<file path="src/rtl/mc_controller_if.sv">
// rtl/mc_controller_if.sv - control/status bundle between mc_controller and the multi-cycle datapath
// Purpose: groups instruction fields, datapath status and all control strobes/selects.
// Ports (master = controller side):
//   in : op[5:0], funct[5:0], zero, mem_ready
//   out: pc_en, IorD, MemRead, MemWrite, IRWrite, RegDst, MemtoReg, RegWrite,
//        ALUSrcA, ALUSrcB[1:0], ALUControl[2:0], PCSource[1:0], instr_done, state[3:0]
interface mc_controller_if;
  logic [5:0] op;
  logic [5:0] funct;
  logic       zero;
  logic       mem_ready;

  logic       pc_en;
  logic       IorD;
  logic       MemRead;
  logic       MemWrite;
  logic       IRWrite;
  logic       RegDst;
  logic       MemtoReg;
  logic       RegWrite;
  logic       ALUSrcA;
  logic [1:0] ALUSrcB;
  logic [2:0] ALUControl;
  logic [1:0] PCSource;
  logic       instr_done;
  logic [3:0] state;

  modport master (
    input  op, funct, zero, mem_ready,
    output pc_en, IorD, MemRead, MemWrite, IRWrite, RegDst, MemtoReg, RegWrite,
           ALUSrcA, ALUSrcB, ALUControl, PCSource, instr_done, state
  );

  modport slave (
    output op, funct, zero, mem_ready,
    input  pc_en, IorD, MemRead, MemWrite, IRWrite, RegDst, MemtoReg, RegWrite,
           ALUSrcA, ALUSrcB, ALUControl, PCSource, instr_done, state
  );
endinterface

</file>
<file path="src/rtl/mc_controller.sv">
// rtl/mc_controller.sv - multi-cycle MIPS control unit (Moore FSM + ALU function decode)
// Purpose: sequences a shared-memory multi-cycle datapath through fetch, decode and
//          per-class execute/writeback states, stalling on mem_ready in memory states.
// Ports:
//   clk  in  system clock, rising edge
//   rst  in  asynchronous active-high reset
//   bus  mc_controller_if.master: op/funct/zero/mem_ready in, control strobes,
//        mux selects, instr_done and state out
module mc_controller (
  input  logic           clk,
  input  logic           rst,
  mc_controller_if.master bus
);

  typedef enum logic [3:0] {
    FETCH   = 4'd0,
    DECODE  = 4'd1,
    MEMADR  = 4'd2,
    MEMRD   = 4'd3,
    MEMWB   = 4'd4,
    MEMWR   = 4'd5,
    EXECUTE = 4'd6,
    ALUWB   = 4'd7,
    BRANCH  = 4'd8,
    ADDIEX  = 4'd9,
    ADDIWB  = 4'd10,
    JUMP    = 4'd11
  } state_t;

  localparam logic [5:0] OP_RTYPE = 6'b000000;
  localparam logic [5:0] OP_LW    = 6'b100011;
  localparam logic [5:0] OP_SW    = 6'b101011;
  localparam logic [5:0] OP_BEQ   = 6'b000100;
  localparam logic [5:0] OP_ADDI  = 6'b001000;
  localparam logic [5:0] OP_J     = 6'b000010;

  localparam logic [2:0] ALU_ADD = 3'b010;
  localparam logic [2:0] ALU_SUB = 3'b110;
  localparam logic [2:0] ALU_AND = 3'b000;
  localparam logic [2:0] ALU_OR  = 3'b001;
  localparam logic [2:0] ALU_SLT = 3'b111;

  state_t st;

  // Unknown funct codes fall back to add.
  function automatic logic [2:0] alu_decode(input logic [5:0] fn);
    case (fn)
      6'b100000: alu_decode = ALU_ADD;
      6'b100010: alu_decode = ALU_SUB;
      6'b100100: alu_decode = ALU_AND;
      6'b100101: alu_decode = ALU_OR;
      6'b101010: alu_decode = ALU_SLT;
      default:   alu_decode = ALU_ADD;
    endcase
  endfunction

  always_ff @(posedge clk or posedge rst) begin
    if (rst) begin
      st <= FETCH;
    end else begin
      case (st)
        FETCH:   if (bus.mem_ready) st <= DECODE;
        DECODE: begin
          case (bus.op)
            OP_LW, OP_SW: st <= MEMADR;
            OP_RTYPE:     st <= EXECUTE;
            OP_BEQ:       st <= BRANCH;
            OP_ADDI:      st <= ADDIEX;
            OP_J:         st <= JUMP;
            default:      st <= FETCH;
          endcase
        end
        MEMADR:  st <= (bus.op == OP_LW) ? MEMRD : MEMWR;
        MEMRD:   if (bus.mem_ready) st <= MEMWB;
        MEMWR:   if (bus.mem_ready) st <= FETCH;
        EXECUTE: st <= ALUWB;
        ADDIEX:  st <= ADDIWB;
        default: st <= FETCH;
      endcase
    end
  end

  logic       pc_write, branch, iord, mem_read, mem_write, ir_write;
  logic       reg_dst, mem_to_reg, reg_write, alu_src_a, done;
  logic [1:0] alu_src_b, pc_source;
  logic [2:0] alu_control;

  always_comb begin
    pc_write    = 1'b0;
    branch      = 1'b0;
    iord        = 1'b0;
    mem_read    = 1'b0;
    mem_write   = 1'b0;
    ir_write    = 1'b0;
    reg_dst     = 1'b0;
    mem_to_reg  = 1'b0;
    reg_write   = 1'b0;
    alu_src_a   = 1'b0;
    alu_src_b   = 2'b00;
    alu_control = 3'b000;
    pc_source   = 2'b00;
    done        = 1'b0;
    case (st)
      FETCH: begin
        mem_read    = 1'b1;
        alu_src_b   = 2'b01;
        alu_control = ALU_ADD;
        // PC+4 and the IR are only captured once the read actually completes.
        ir_write    = bus.mem_ready;
        pc_write    = bus.mem_ready;
      end
      DECODE: begin
        alu_src_b   = 2'b11;
        alu_control = ALU_ADD;
      end
      MEMADR, ADDIEX: begin
        alu_src_a   = 1'b1;
        alu_src_b   = 2'b10;
        alu_control = ALU_ADD;
      end
      MEMRD: begin
        mem_read = 1'b1;
        iord     = 1'b1;
      end
      MEMWB: begin
        reg_write  = 1'b1;
        mem_to_reg = 1'b1;
        done       = 1'b1;
      end
      MEMWR: begin
        mem_write = 1'b1;
        iord      = 1'b1;
        done      = bus.mem_ready;
      end
      EXECUTE: begin
        alu_src_a   = 1'b1;
        alu_control = alu_decode(bus.funct);
      end
      ALUWB: begin
        reg_write = 1'b1;
        reg_dst   = 1'b1;
        done      = 1'b1;
      end
      BRANCH: begin
        alu_src_a   = 1'b1;
        alu_control = ALU_SUB;
        branch      = 1'b1;
        pc_source   = 2'b01;
        done        = 1'b1;
      end
      ADDIWB: begin
        reg_write = 1'b1;
        done      = 1'b1;
      end
      JUMP: begin
        pc_write  = 1'b1;
        pc_source = 2'b10;
        done      = 1'b1;
      end
      default: ;
    endcase
  end

  // Reset holds the FSM in FETCH, so selects already show FETCH values; only the
  // side-effecting strobes need gating to stop writes while rst is high.
  assign bus.pc_en      = ~rst & (pc_write | (branch & bus.zero));
  assign bus.MemRead    = ~rst & mem_read;
  assign bus.MemWrite   = ~rst & mem_write;
  assign bus.IRWrite    = ~rst & ir_write;
  assign bus.RegWrite   = ~rst & reg_write;
  assign bus.instr_done = ~rst & done;
  assign bus.IorD       = iord;
  assign bus.RegDst     = reg_dst;
  assign bus.MemtoReg   = mem_to_reg;
  assign bus.ALUSrcA    = alu_src_a;
  assign bus.ALUSrcB    = alu_src_b;
  assign bus.ALUControl = alu_control;
  assign bus.PCSource   = pc_source;
  assign bus.state      = st;

endmodule

</file>
<file path="src/flat_wrapper.sv">
// flat-port wrapper written by rule: the top's interface ports become plain ports
module mc_controller_flat 
  (clk, rst, bus_op, bus_funct, bus_zero, bus_mem_ready, bus_pc_en, bus_IorD, bus_MemRead, bus_MemWrite, bus_IRWrite, bus_RegDst, bus_MemtoReg, bus_RegWrite, bus_ALUSrcA, bus_ALUSrcB, bus_ALUControl, bus_PCSource, bus_instr_done, bus_state);
  mc_controller_if bus_i ();
  input  logic clk;
  input  logic rst;
  input wire logic [$bits(bus_i.op)-1:0] bus_op;
  input wire logic [$bits(bus_i.funct)-1:0] bus_funct;
  input wire logic [$bits(bus_i.zero)-1:0] bus_zero;
  input wire logic [$bits(bus_i.mem_ready)-1:0] bus_mem_ready;
  output wire logic [$bits(bus_i.pc_en)-1:0] bus_pc_en;
  output wire logic [$bits(bus_i.IorD)-1:0] bus_IorD;
  output wire logic [$bits(bus_i.MemRead)-1:0] bus_MemRead;
  output wire logic [$bits(bus_i.MemWrite)-1:0] bus_MemWrite;
  output wire logic [$bits(bus_i.IRWrite)-1:0] bus_IRWrite;
  output wire logic [$bits(bus_i.RegDst)-1:0] bus_RegDst;
  output wire logic [$bits(bus_i.MemtoReg)-1:0] bus_MemtoReg;
  output wire logic [$bits(bus_i.RegWrite)-1:0] bus_RegWrite;
  output wire logic [$bits(bus_i.ALUSrcA)-1:0] bus_ALUSrcA;
  output wire logic [$bits(bus_i.ALUSrcB)-1:0] bus_ALUSrcB;
  output wire logic [$bits(bus_i.ALUControl)-1:0] bus_ALUControl;
  output wire logic [$bits(bus_i.PCSource)-1:0] bus_PCSource;
  output wire logic [$bits(bus_i.instr_done)-1:0] bus_instr_done;
  output wire logic [$bits(bus_i.state)-1:0] bus_state;
  assign bus_i.op = bus_op;
  assign bus_i.funct = bus_funct;
  assign bus_i.zero = bus_zero;
  assign bus_i.mem_ready = bus_mem_ready;
  assign bus_pc_en = bus_i.pc_en;
  assign bus_IorD = bus_i.IorD;
  assign bus_MemRead = bus_i.MemRead;
  assign bus_MemWrite = bus_i.MemWrite;
  assign bus_IRWrite = bus_i.IRWrite;
  assign bus_RegDst = bus_i.RegDst;
  assign bus_MemtoReg = bus_i.MemtoReg;
  assign bus_RegWrite = bus_i.RegWrite;
  assign bus_ALUSrcA = bus_i.ALUSrcA;
  assign bus_ALUSrcB = bus_i.ALUSrcB;
  assign bus_ALUControl = bus_i.ALUControl;
  assign bus_PCSource = bus_i.PCSource;
  assign bus_instr_done = bus_i.instr_done;
  assign bus_state = bus_i.state;
  mc_controller u_core (.clk(clk), .rst(rst), .bus(bus_i));
endmodule
</file>
<file path="config.mk">
export PLATFORM = sky130hd
export DESIGN_NAME = mc_controller_flat
export DESIGN_NICKNAME = d
export VERILOG_FILES = /design/src/rtl/mc_controller_if.sv /design/src/rtl/mc_controller.sv /design/src/flat_wrapper.sv
export SDC_FILE = /design/constraint.sdc
export NUM_CORES = 1
export LEC_CHECK = 0
export ABC_AREA = 1
export CAP_MARGIN = 30
export CORE_MARGIN = 5
export CORE_UTILIZATION = 33
export CTS_CLUSTER_SIZE = 16
export DETAILED_ROUTE_END_ITERATION = 7
export GPL_TIMING_DRIVEN = 1
export PLACE_DENSITY_LB_ADDON = 0.12
export SETUP_SLACK_MARGIN = 0.15
export SLEW_MARGIN = 20
export SYNTH_ARGS = -nofsm -noshare
export SYNTH_HDL_FRONTEND = slang
export SYNTH_SLANG_ARGS = --single-unit
</file>
<file path="constraint.sdc">
create_clock -name clk -period 1.3 [get_ports clk]
set_clock_uncertainty 0.2 [all_clocks]
set_input_delay 0.13 -clock clk [delete_from_list [all_inputs] [get_ports clk]]
set_output_delay 0.13 -clock clk [all_outputs]
set_load 0.02 [all_outputs]
</file>
==> flow_summary.ini, run 1 <==
[route]
drc_errors = 0
drt_iter0_drc = 79
wirelength_um = 5010
avgViaCountPerCell = 5.76
vias = 1318
drtPass1Iterations = 4
wire_per_inst_um = 21.9
postRouteAntennaNets = 0

[layout]
final_common_cell = buf_4
fillers = 43
final_nets = 222
drive_above_1_share_pct = 63.7
register_area_um2 = 105
fin_area_um2 = 1650
layout_common_cells = buf_4, buf_6, nand2_1
largest_reg_flops = 4
area_delta_synth_final_pct = 173
multi_input_area_um2 = 619
diodes = 0

[synth]
yosys.area.top_type_share_pct = 18.0
yosysWarnings = 0
synthTopCellsByArea = nand2_1, dfrtp_1, nor2_1
ys_seq_area_share_pct = 16.5
avgSynthCellArea_um2 = 5.13
synth_cells = 118
syn_nets = 134
synth_area_um2 = 606
ys_ff_latch = 4
ys_types = 16
yosysTopAreaCell = nand2_1

[placed_design]
place_congestion = 0.772
hpwl_um = 2110
place_ws_ps = -776
port_buffers = 36
placed_area_um2 = 1380

[clock_network]
clockBufferDepth = 2
insertion_delay_ps = 260
cts.sinks = 4
cts_tree = yes
cts_buffers = 3
htree_levels = 1
cts.clk_slew.worst_paths_ps = 40
clockRootBuffer = clkbuf_4
cts_hold_buf = 0

[critical_path]
r2r-end = u_core.bus.state[0]$_DFFE_PP0P_
path_class = reg -> out
required_ps = 970
timing.rr.start = u_core.bus.state[0]$_DFFE_PP0P_
arrival_ps = 1550
rr_worst_depth = 10
crit_path_end_kind = output port
rrSetupSlack_ps = -400
worstSetupStartpointType = flop
cp_max_fo = 5
crit_end = bus_ALUControl[1]
startpoint = u_core.bus.state[0]$_DFFE_PP0P_

[timing]
tightest_slew_ps = 319
rsz0062_at_grt = yes
hold_viol_final = 0
drv_slew = 0
max_freq_mhz = 531
setup_violations = 25
finalCritPeriodShare_pct = 145
slew_headroom_pct = 78.7
fin_tns_setup_ps = -9760
min_period_ps = 1880
setup_ws_ps = -584

[outcome]
failed_checks = setup timing
status = finished with violations

[floorplanning]
pin_count = 37
start_util_pct = 35.1
row_count = 15
die_height_um = 52.8
design.die.area_um2 = 2790
die_w_um = 52.8
core_area_um2 = 1730

[worst_hold_path]
hp-class = in -> async

[global_routing]
track_usage_pct = 22.9
antenna_found_initial = 0
grt_pass1_wl_um = 4710
grt.overflow.total = 0
grt_pass1_vias = 1108
grt_max_degree = 7

[power]
p_total_uw = 2680
peakVddDrop_v = 0.00132
p_per_area_nw_per_um2 = 1620
power_leakage_uw = 0.000817

[run]
drv_cap = 0
[cells in the mapped netlist]
cell and count:
o211ai_2 1, o22ai_1 1, o21ai_0 2, nor2_2 8
nand3_1 8, nand2_1 29, dfrtp_1 4, nand3_2 1
nand4_1 2, o211ai_1 1, a21oi_1 3, inv_1 22
a31oi_1 2, nand2_2 4, nor2_1 25, inv_2 5
[through the flow]
| step | hold slack [ps] | util (%) | cells |
|---|---|---|---|
| floorplan | -296 | - | 118 |
| global placement | 429 | 79.9 | 211 |
| detailed placement | 440 | 79.9 | 211 |
| CTS | 177 | 86.2 | 220 |
| global route | 245 | 95.7 | 229 |
| finish | 238 | 95.7 | 229 |
[final cells by class]
class | instances | share of cell area, %
Timing Repair Buffer | 83 | 46.1
Multi-Input combinational cell | 87 | 37.5
Inverter | 27 | 6.74
Clock buffer | 3 | 1.36
Tap cell | 25 | 1.89
Sequential cell | 4 | 6.36
[repair_timing]
action                     4_1_cts  5_1_grt
setup endpoints to repair       25       25
resized for setup              124       37
pin swaps                        7       13
setup buffers                    6        9
[logic make-up (layout without fill, tap and decap cells)]
group / after synthesis / count (layout) / synth area share (%)
buffers and inverters: 27 / 113 / 16.7
flip-flops: 4 / 4 / 16.5
AND/OR/NAND/NOR: 77 / 77 / 56.2
AO/OA/AOI/OAI: 10 / 10 / 10.5
[worst max-delay path, cell delays in order, from the launching register on]
cell and delay [ps]:
dfrtp_2 460, inv_2 110, nand2_4 80, nor2_4 190, nand2_2 90, o211ai_1 160
buf_4 210
[worst min-delay path by stage]
stage	slack [ps]	endpoint	cells after the start	startpoint
floorplan	-300	u_core.bus.state[0]$_DFFE_PP0P_	1	rst
global placement	430	u_core.bus.state[0]$_DFFE_PP0P_	4	rst
detailed placement	440	u_core.bus.state[2]$_DFFE_PP0P_	4	rst
CTS	180	u_core.bus.state[2]$_DFFE_PP0P_	4	rst
global route	240	u_core.bus.state[2]$_DFFE_PP0P_	4	rst
finish	240	u_core.bus.state[2]$_DFFE_PP0P_	4	rst
[power breakdown]
group / switching (uW) / internal, uW
sequential: 93.2 / 165
combinational: 1200 / 1050
clock: 65.5 / 104
total: 1360 / 1320
[per-layer routing]
| metal | vias up | track usage, % | part of all wire (%) |
|---|---|---|---|
| li1 | 531 | - | - |
| met5 | - | 0 | 0 |
| met3 | 56 | 2.56 | 9.7 |
| met2 | 128 | 41.5 | 49 |
| met4 | 0 | 14.0 | 8.4 |
| met1 | 603 | 24.8 | 33 |
(Power assumes the default switching activity.)
==> inputs of run 2 (changes only) <==
--- a/config.mk
+++ b/config.mk
@@ -12,7 +12,7 @@
 export CTS_CLUSTER_SIZE = 16
 export DETAILED_ROUTE_END_ITERATION = 7
 export GPL_TIMING_DRIVEN = 1
-export PLACE_DENSITY_LB_ADDON = 0.12
+export PLACE_DENSITY = 0.81
 export SETUP_SLACK_MARGIN = 0.15
 export SLEW_MARGIN = 20
 export SYNTH_ARGS = -nofsm -noshare
==> run 2 against run 1 <==
Power down 3.8%. Clock-buffer cell count is the same. The run still ends with setup timing left. Highest routed layer unchanged. Non-clock buffer count down 4. Wire length shrank 12%. Register-to-register slack lost 20 ps.
==> flow_summary.ini, run 2 (synthesis results as in run 1) <==
[global_routing]
grt_pass1_wl_um = 5730
grt.overflow.total = 0
track_usage_pct = 28.2
antenna_found_initial = 0
grt_pass1_vias = 1234
grt_max_degree = 7

[critical_path]
path_class = in -> out
arrival_ps = 1660
rr_worst_depth = 8
worstSetupStartpointType = primary input
crit_path_end_kind = output port
required_ps = 970
cp_max_fo = 2

[clock_network]
cts_tree = yes
htree_levels = 1
cts.sinks = 4
cts_buffers = 3
clockRootBuffer = clkbuf_4
insertion_delay_ps = 250
cts.clk_slew.worst_paths_ps = 50
clockBufferDepth = 2

[placed_design]
hpwl_um = 2160
placed_area_um2 = 1390
port_buffers = 36
place_congestion = 0.842
place_inst = 212

[layout]
register_area_um2 = 105
area_delta_synth_final_pct = 167
stdcell_count = 225
final_nets = 218
layout_common_cells = buf_4, buf_6, nand2_1
final_common_cell = buf_4
diodes = 0
largest_reg_flops = 4
multi_input_area_um2 = 617
fillers = 62
drive_above_1_share_pct = 61.5
fin_area_um2 = 1620

[timing]
setup_ws_ps = -686
slew_headroom_pct = 80.3
hold_viol_final = 0
tightest_slew_ps = 295
rsz0062_at_grt = yes
min_period_ps = 1990
drv_slew = 0
max_freq_mhz = 504
finalCritPeriodShare_pct = 153
setup_violations = 24

[route]
drc_errors = 0
drt_iter0_drc = 49
drtPass1Iterations = 4
wirelength_um = 4420
wire_per_inst_um = 19.6
vias = 1259
avgViaCountPerCell = 5.60
postRouteAntennaNets = 0

[outcome]
status = finished with violations
failed_checks = setup timing

[worst_hold_path]
hp-class = in -> async

[power]
power_leakage_uw = 0.000799
p_per_area_nw_per_um2 = 1590
p_total_uw = 2580
peakVddDrop_v = 0.00134

[floorplanning]
design.die.area_um2 = 2790
core_area_um2 = 1730
start_util_pct = 35.1
pin_count = 37
row_count = 15
die_w_um = 52.8
die_height_um = 52.8

[run]
drv_cap = 0
-- run 2: cell types whose count changed in the layout (fill, tap and decap cells not counted), sizes merged --
cell	change
buf	-4
-- run 2: where the power goes --
| group | switching, uW | leakage (uW) | internal [uW] |
|---|---|---|---|
| registers | 94.5 | 0.0000474 | 165 |
| logic | 1110 | 0.000738 | 1040 |
| clock network | 68.1 | 0.0000138 | 104 |
-- run 2: cell type report --
class                   instances  area share (%)
repair buffers                 79            44.5
multi-input cells              87            38.1
inverters                      27            7.50
flip-flops and latches          4            6.50
well taps                      25            1.93
clock buffers                   3            1.39
-- run 2: metal layers --
layer | vias to the layer above | track usage [%] | share of wire [%]
met4 | 0 | 12.3 | 6.2
met1 | 593 | 25.5 | 36
met3 | 33 | 8.83 | 9.0
met2 | 106 | 55.8 | 49
li1 | 527 | - | -
met5 | - | 0 | 0
-- run 2: worst max-delay path, cell delays in order --
cell and delay [ps]:
clkdlybuf4s50_1 490, inv_1 80, nor2_2 180, nand4_1 200
nor2_1 210, nor2_1 120, nor2_4 100, buf_4 150
-- run 2: what timing repair did --
| action | CTS | global route |
|---|---|---|
| pin swaps | 7 | 5 |
| setup buffers | 5 | 5 |
| hold buffers | 0 | 0 |
| endpoints found under the setup margin | 25 | 25 |
| resized for setup | 138 | 21 |
| cloned | 0 | 0 |
-- run 2: path summary, 6_finish.rpt --
check / slack [ps] / startpoint / end
worst max-delay path: -690 / bus_funct[5] / bus_ALUControl[0]
max in group asynchronous: 590 / rst / u_core.bus.state[3]$_DFFE_PP0P_
min in group clk: 400 / bus_op[2] / u_core.bus.state[3]$_DFFE_PP0P_
worst min-delay path: 190 / rst / u_core.bus.state[2]$_DFFE_PP0P_
worst min register to register: 490 / u_core.bus.state[0]$_DFFE_PP0P_ / u_core.bus.state[0]$_DFFE_PP0P_
worst max register to register: -420 / u_core.bus.state[0]$_DFFE_PP0P_ / u_core.bus.state[1]$_DFFE_PP0P_
-- run 2: metrics by stage --
step | setup TNS, ps | setup slack (ps) | hold WS, ps | utilization [%]
final | -9620 | -686 | 192 | 93.7
after global routing | -10650 | -765 | 209 | 93.7
after CTS | -7420 | -444 | 153 | 87.4
after detailed placement | -12240 | -832 | 399 | 80.3
after global placement | -11500 | -712 | 400 | 80.3
after floorplan | -2060 | -251 | -296 | -
